$ cat src/rtl/hazard_stall_ctrl.sv
// Stall/flush controller for load-use, data-memory wait and taken-branch hazards.
// Optional stall-cycle counter is compiled in with HAZARD_PERF_CNT_EN.
module hazard_stall_ctrl #(
   parameter int unsigned LOAD_LAT = 1,
   parameter int unsigned MAX_WAIT = 255
) (
   input  logic        clk,
   input  logic        rst_n,
   input  logic [4:0]  id_rs,
   input  logic [4:0]  id_rt,
   input  logic        id_uses_rt,
   input  logic        ex_mem_read,
   input  logic [4:0]  ex_rt,
   input  logic        mem_req,
   input  logic        mem_ready,
   input  logic        branch_taken,
   output logic        pc_write,
   output logic        ifid_write,
   output logic        ifid_flush,
   output logic        idex_bubble,
   output logic        idex_hold,
   output logic        exmem_hold,
   output logic        memwb_bubble,
   output logic        mem_timeout,
   output logic [31:0] perf_stall_cnt
);

   localparam int unsigned LCNT_W = 4;
   localparam int unsigned WCNT_W = 8;
   localparam int unsigned PERF_W = 32;
   localparam logic [LCNT_W-1:0] LOAD_INIT  = LCNT_W'(LOAD_LAT - 1);
   localparam logic [WCNT_W-1:0] WAIT_LIMIT = WCNT_W'(MAX_WAIT);
   localparam logic [WCNT_W-1:0] WAIT_SAT   = '1;

   typedef enum logic [1:0] {
      RUN        = 2'd0,
      LOAD_STALL = 2'd1,
      MEM_WAIT   = 2'd2
   } state_t;

   state_t              state_q, state_nxt;
   logic [LCNT_W-1:0]   lcnt_q, lcnt_nxt;
   logic [WCNT_W-1:0]   wcnt_q, wcnt_nxt;
   logic                timeout_set;
   logic                freeze;
   logic                load_use;

   logic pc_write_r, ifid_write_r, ifid_flush_r, idex_bubble_r;
   logic idex_hold_r, exmem_hold_r, memwb_bubble_r;

   assign freeze   = mem_req & ~mem_ready;
   assign load_use = ex_mem_read & (ex_rt != 5'd0) &
                     ((ex_rt == id_rs) | (id_uses_rt & (ex_rt == id_rt)));

   // Next-state and stage controls; freeze overrides everything else.
   always_comb begin
      state_nxt      = state_q;
      lcnt_nxt       = lcnt_q;
      wcnt_nxt       = wcnt_q;
      timeout_set    = 1'b0;
      pc_write_r     = 1'b1;
      ifid_write_r   = 1'b1;
      ifid_flush_r   = 1'b0;
      idex_bubble_r  = 1'b0;
      idex_hold_r    = 1'b0;
      exmem_hold_r   = 1'b0;
      memwb_bubble_r = 1'b0;

      if (freeze) begin
         pc_write_r     = 1'b0;
         ifid_write_r   = 1'b0;
         idex_hold_r    = 1'b1;
         exmem_hold_r   = 1'b1;
         memwb_bubble_r = 1'b1;
         case (state_q)
            LOAD_STALL: begin
               state_nxt = LOAD_STALL;
            end
            default: begin
               // The frozen cycle that leaves RUN is the first counted wait cycle.
               state_nxt   = MEM_WAIT;
               wcnt_nxt    = (wcnt_q == WAIT_SAT) ? wcnt_q : wcnt_q + WCNT_W'(1);
               timeout_set = (wcnt_nxt == WAIT_LIMIT);
            end
         endcase
      end else if (state_q == LOAD_STALL) begin
         pc_write_r    = 1'b0;
         ifid_write_r  = 1'b0;
         idex_bubble_r = 1'b1;
         if (lcnt_q <= LCNT_W'(1)) begin
            state_nxt = RUN;
            lcnt_nxt  = '0;
         end else begin
            lcnt_nxt  = lcnt_q - LCNT_W'(1);
         end
      end else begin
         // RUN, or a memory wait completing this cycle.
         state_nxt = RUN;
         wcnt_nxt  = '0;
         if (branch_taken) begin
            ifid_flush_r  = 1'b1;
            idex_bubble_r = 1'b1;
            pc_write_r    = 1'b1;
         end else if (load_use) begin
            pc_write_r    = 1'b0;
            ifid_write_r  = 1'b0;
            idex_bubble_r = 1'b1;
            if ((state_q == RUN) && (LOAD_LAT > 32'd1)) begin
               state_nxt = LOAD_STALL;
               lcnt_nxt  = LOAD_INIT;
            end
         end
      end
   end

   // State, counters and sticky timeout.
   always_ff @(posedge clk or negedge rst_n) begin
      if (!rst_n) begin
         state_q     <= RUN;
         lcnt_q      <= '0;
         wcnt_q      <= '0;
         mem_timeout <= 1'b0;
      end else begin
         state_q     <= state_nxt;
         lcnt_q      <= lcnt_nxt;
         wcnt_q      <= wcnt_nxt;
         mem_timeout <= mem_timeout | timeout_set;
      end
   end

   // Controls go idle the moment reset is asserted, independent of inputs.
   assign pc_write     = ~rst_n | pc_write_r;
   assign ifid_write   = ~rst_n | ifid_write_r;
   assign ifid_flush   =  rst_n & ifid_flush_r;
   assign idex_bubble  =  rst_n & idex_bubble_r;
   assign idex_hold    =  rst_n & idex_hold_r;
   assign exmem_hold   =  rst_n & exmem_hold_r;
   assign memwb_bubble =  rst_n & memwb_bubble_r;

`ifdef HAZARD_PERF_CNT_EN
   logic [PERF_W-1:0] perf_q;

   // Saturating count of cycles in which the PC is held.
   always_ff @(posedge clk or negedge rst_n) begin
      if (!rst_n) begin
         perf_q <= '0;
      end else if (!pc_write && (perf_q != '1)) begin
         perf_q <= perf_q + PERF_W'(1);
      end
   end

   assign perf_stall_cnt = perf_q;
`else
   assign perf_stall_cnt = '0;
`endif

endmodule

$ cat config.mk
export PLATFORM = sky130hd
export DESIGN_NAME = hazard_stall_ctrl
export DESIGN_NICKNAME = d
export VERILOG_FILES = /design/src/rtl/hazard_stall_ctrl.sv
export SDC_FILE = /design/constraint.sdc
export NUM_CORES = 1
export LEC_CHECK = 0
export ABC_AREA = 1
export BUFFER_PORTS_ARGS = -buffer_cell sky130_fd_sc_hd__buf_2
export CAP_MARGIN = 40
export CORE_MARGIN = 2
export CORE_UTILIZATION = 49
export CTS_BUF_LIST = sky130_fd_sc_hd__clkbuf_8
export DETAILED_ROUTE_END_ITERATION = 8
export PLACE_DENSITY = 0.89
export SLEW_MARGIN = 20
export SYNTH_ARGS = -nofsm -noshare
export SYNTH_HDL_FRONTEND = slang
export SYNTH_SLANG_ARGS = --single-unit
$ cat constraint.sdc
create_clock -name clk -period 1.4 [get_ports clk]
set_input_delay 0.28 -clock clk [delete_from_list [all_inputs] [get_ports clk]]
set_output_delay 0.28 -clock clk [all_outputs]
set_load 0.01 [all_outputs]
After elaboration in Yosys (flattened, before gate mapping)

Index checks and enable logic that the tools add are counted.

Equality and inequality tests: 6
Order comparisons: 1
Reductions and logical operators: 2
Bitwise gates (word level): 13
Muxes and demuxes: 23
Add/subtract/negate cells: 2

Operators with widths:

| kind                  | count |
|---|---|
| $mux W8               | 4 |
| $eq A8 B8 Y1 const B  | 2 |
| $mux W1               | 14 |
| $eq A5 B5 Y1          | 2 |
| $add A8 B1 Y8 const B | 1 |
| $mux W2               | 4 |
| $and A1 B1 Y1         | 7 |
| $reduce_bool A5 Y1    | 1 |
| $le A4 B1 Y1 const B  | 1 |
| $mux W4               | 1 |
| $sub A4 B1 Y4 const B | 1 |
| $ne A3 B2 Y1 const B  | 1 |
| $not A1 Y1            | 3 |
| $or A1 B1 Y1          | 3 |
| $eq A2 B1 Y1 const B  | 1 |
| $reduce_and A2 Y1     | 1 |

Word-level logic and storage cells: 51
Input bits: 22
Output and inout bits: 40
Register bits after elaboration: 15

Longest topological paths before layout

Word-level depth: 9
Depth in mapped cells: 10

Least setup slack after synthesis

No wires, ideal clock.

Path kind: flip-flop to output port
Start: register state_q[1]
End: output pc_write
Path slack: 0.007 ns
Arrival time: 1.113 ns
Cell stages (with the launch flop): 8
Buffers on the path: 1
Cells stage by stage: dfrtp_1 nor2_4 inv_2 nand2_1 inv_1 nand2_1 nand3_1 buf_4

Longest elaborated chain between the ends: 4

RTL lines:

| what                     | RTL line | source |
|---|---|---|
| start: declaration       | 41       | `state_t state_q, state_nxt;` |
| start signal: assignment | 124      | `state_q <= state_nxt;` |
| $eq A2 B1 Y1             | 86       | `end else if (state_q == LOAD_STALL) begin` |
| $mux W1 (2 in a row)     | -        |  |
| $or A1 B1 Y1             | -        |  |
| end: declaration         | 17       | `output logic pc_write,` |

Every way passes these cells.

Final worst setup path

Start: register state_q[1]
End: output pc_write

Longest elaborated chain between the ends: 4

RTL lines:

| what         | RTL line | source |
|---|---|---|
| $eq A2 B1 Y1 | 86       |  |
| $mux W1      | 86       |  |
| $mux W1      | 69       | `if (freeze) begin` |
| $or A1 B1 Y1 | 132      | `assign pc_write = ~rst_n \| pc_write_r;` |

Every way passes these cells.

==> metrics.md <==
| Metric | Value |
|---|---|
| Status | complete, but fails checks |
| Failing checks | negative setup slack |
| Post-DP HPWL | 1944 um |
| Number of max-cap violations | 0 |
| Critical path class | register to primary output |
| Flop pwr share | 0.410 |
| Antenna Cells | 0 |
| Worst Path Buf+Inv | 3 |
| Most frequent cell after synthesis | nand2_1 |
| Min Tclk post-route | 1.485 ns |
| Top-area cell type share of the netlist area | 0.2722 |
| Internal power | 828.6 uW |
| Post-Syn Instances | 200 |
| Total number of vias | 1,276 |
| CP Max Fanout | 3 |
| Area delta synth->final | 22.32% |
| CP top delay family | flip-flops |
| DR DRC count | 0 |
| # fillers | 223 |
| HP Class | input port to asynchronous set/reset pin |
| Unrepaired setup endpoints after global routing | yes |
| Initial DRT Pass Iterations | 4 |
| Io pins | 62 |
| DR vias/cell | 4.640 |
| Commonest cells post-synth | nand2_1 (54), buf_4 (35), inv_1 (25), nor2_1 (16), dfrtp_1 (15) |
| Crit start category | register |
| Clock Tree Buf Depth | 2 |
| Htree depth | 1 |
| R2R cell count | 9 |
| Clock Sinks | 15 |
| Share of cells above drive strength 1 | 0.3279 |
| Final Setup Violations | 4 |
| Site Rows | 19 |
| Crit. path cell count | 7 |
| Post-synth EDFFs | 0 |
| Antenna viol nets, final | 0 |
| CP peak stage delay | 0.39 ns |
| Nets | 270 |
| Sw Share | 0.3159 |
| Area leader, netlist | dfrtp_1 |
| CP Data Required Time | 1.12 ns |
| Global-route wire length before repair | 4381 um |
| Top post-synthesis cells by area | dfrtp_1 (27%), buf_4 (19%), nand2_1 (15%) |
| Initial antenna violation count | 0 |
| Starting Density | 0.5088 |
| TritonCTS clock tree | done |
| Crit. End Element | primary output |
| Top_reg_cell synth | dfrtp_1 |
| Post-route cell area | 1687 um^2 |
| Largest net degree at the start of global routing | 13 |
| Vias in the first global route | 1,082 |
| Final critical-path share of the clock period | 1.061 |
| Clock power share | 0.286 |
| Netlist Area Pre-Place | 1379 um^2 |
| RePlAce Congestion | 0.8501 |
| WP data arrival | 1.21 ns |
| Num CTS Buffers | 3 |
| Mean Syn Cell Area | 6.894 um^2 |
| Root Buffer | clkbuf_8 |
| Leakage power | 0.0009141 uW |
| Setup_tns | -0.2281 ns |
| Sequential area share after synthesis | 0.2722 |
| Die Width | 57.05 um |
| Core ar. | 2710 um^2 |
| Routed wire per std cell | 10.27 um |
| Async S/R FF share, synth | 1.000 |
| PortBufs | 29 |
| Peak supply drop | 621.0 uV |
| Reg clk slew, reported paths | 0.06 ns |
| First DRT Iteration DRCs | 14 |
| PD cells | 718.2 nW/um^2 |
| F_max | 673.2 MHz |
| Max-slew violation count | 0 |
| Grt total ovfl | 0 |
| Final Hold Viols | 0 |
| Combinational share of power | 0.305 |
| Total routed wirelength | 2824 um |
| Yosys cell types | 23 |
| Die area | 3254 um^2 |
| DIE HEIGHT | 57.05 um |
| Clock latency on the worst-skew pair | 0.25 ns |
| Slack of the critical path | -0.08543 ns |
| Synth Register Bits | 15 |
| Sw power | 382.6 uW |
| CP max stage cell | dfrtp_1 |
| Worst clock skew | 0.004289 ns |
| Placed cell area | 1476 um^2 |
| Ys Warns | 0 |
| GRT Total Usage | 0.1697 |
| Crit-path cells | nor2_4 -> inv_2 -> nand2_2 -> inv_2 -> nand2_2 -> nand3_2 -> buf_6 |
==> power by group through the flow <==
| stage | clock [uW] | sequential [uW] | combinational [uW] |
|---|---|---|---|
| floorplan | 0 | 502 | 280 |
| global placement | 0 | 505 | 291 |
| detailed placement | 0 | 505 | 299 |
| CTS | 353 | 499 | 306 |
| global route | 378 | 500 | 421 |
| finish | 346 | 496 | 369 |
==> per-stage QoR <==
stage	hold slack, ns	util	cells	power, uW	setup slack, ns
6_report	0.03624	0.6223	275	1211	-0.08543
5_1_grt	0.05497	0.6223	275	1299	-0.1600
4_1_cts	0.03182	0.5803	271	1158	-0.06286
3_5_place_dp	0.1135	0.5448	264	804.6	-0.05140
3_3_place_gp	0.1115	0.5448	264	795.8	-0.02707
2_1_floorplan	-0.01559	-	231	781.9	0.006785
==> sequential cells by signal, indices dropped and copies added (netlist names) <==
name / flops
wcnt_q: 8
lcnt_q: 4
mem_timeout: 1
state_q: 2
==> layer usage <==
metal / vias up / GRT usage / routed length (um)
met5: - / 0 / 0
met4: 0 / 0.07309 / 68
met3: 9 / 0.04308 / 159
met2: 43 / 0.2874 / 1463
met1: 590 / 0.2043 / 1131
li1: 634 / - / -
==> cell usage in the layout, fill, tap and decap left out <==
master / instances
a21oi_1: 1
a22o_2: 1
buf_2: 20
buf_4: 16
buf_6: 7
clkbuf_8: 3
clkinv_4: 1
clkinvlp_4: 1
conb_1: 32
dfrtp_1: 15
dlygate4sd3_1: 1
ha_1: 1
ha_2: 2
inv_1: 19
inv_2: 7
inv_4: 1
nand2_1: 50
nand2_2: 8
nand2_8: 1
nand3_1: 8
nand3_2: 4
nand3_4: 1
nor2_1: 14
nor2_2: 2
nor2_4: 4
o21a_1: 1
o21ai_0: 8
o21ai_1: 5
o22ai_1: 2
o31ai_2: 1
xnor2_1: 3
xor2_1: 4
==> logic make-up after synthesis <==
family                     Yosys count  synth area share
and+or+nand+nor                     92            0.3040
buffers and inverters               63            0.2677
AOI/OAI and AO/OA                   19           0.08166
DFF                                 15            0.2722
xor gates and xnor gates             7           0.04447
adders and majority gates            3           0.02723
other                                1          0.002720
==> final cells by class <==
type | count | area, um^2 | area share
clock buffer | 3 | 41.29 | 0.02448
clock inverter | 1 | 3.754 | 0.002226
inverter | 28 | 116.4 | 0.06899
multi-input combinational | 153 | 802.0 | 0.4755
sequential | 15 | 375.4 | 0.2226
tap | 31 | 38.79 | 0.02300
timing repair buffer | 44 | 309.0 | 0.1832
==> timing repair <==
item,CTS,global route
pin swaps,9,21
resized for setup,7,30
endpoints found under the hold margin,3,0
setup buffers,2,4
endpoints found under the setup margin,5,9
hold buffers,1,0
==> worst register-to-register path, cell delays in order, from the launching register on <==
cell and delay (ns):
dfrtp_1 0.35, ha_2 0.22, nand3_4 0.13, nor2_1 0.14, o21ai_0 0.10, nand2_1 0.09
nand2_1 0.06, nor2_1 0.12, nand3_2 0.09, nand2_1 0.07
==> final timing paths <==
| path | start | to | slack [ns] |
|---|---|---|---|
| min in group clk | mem_ready | state_q[1] | 0.43 |
| hold reg to reg | mem_timeout | mem_timeout | 0.47 |
| setup reg to reg | wcnt_q[1] | mem_timeout | -0.03 |
| max in group asynchronous | rst_n | lcnt_q[0] | 0.80 |
| setup / recovery | state_q[1] | pc_write | -0.09 |
| hold / removal | rst_n | wcnt_q[6] | 0.04 |
(Power assumes the default switching activity.)
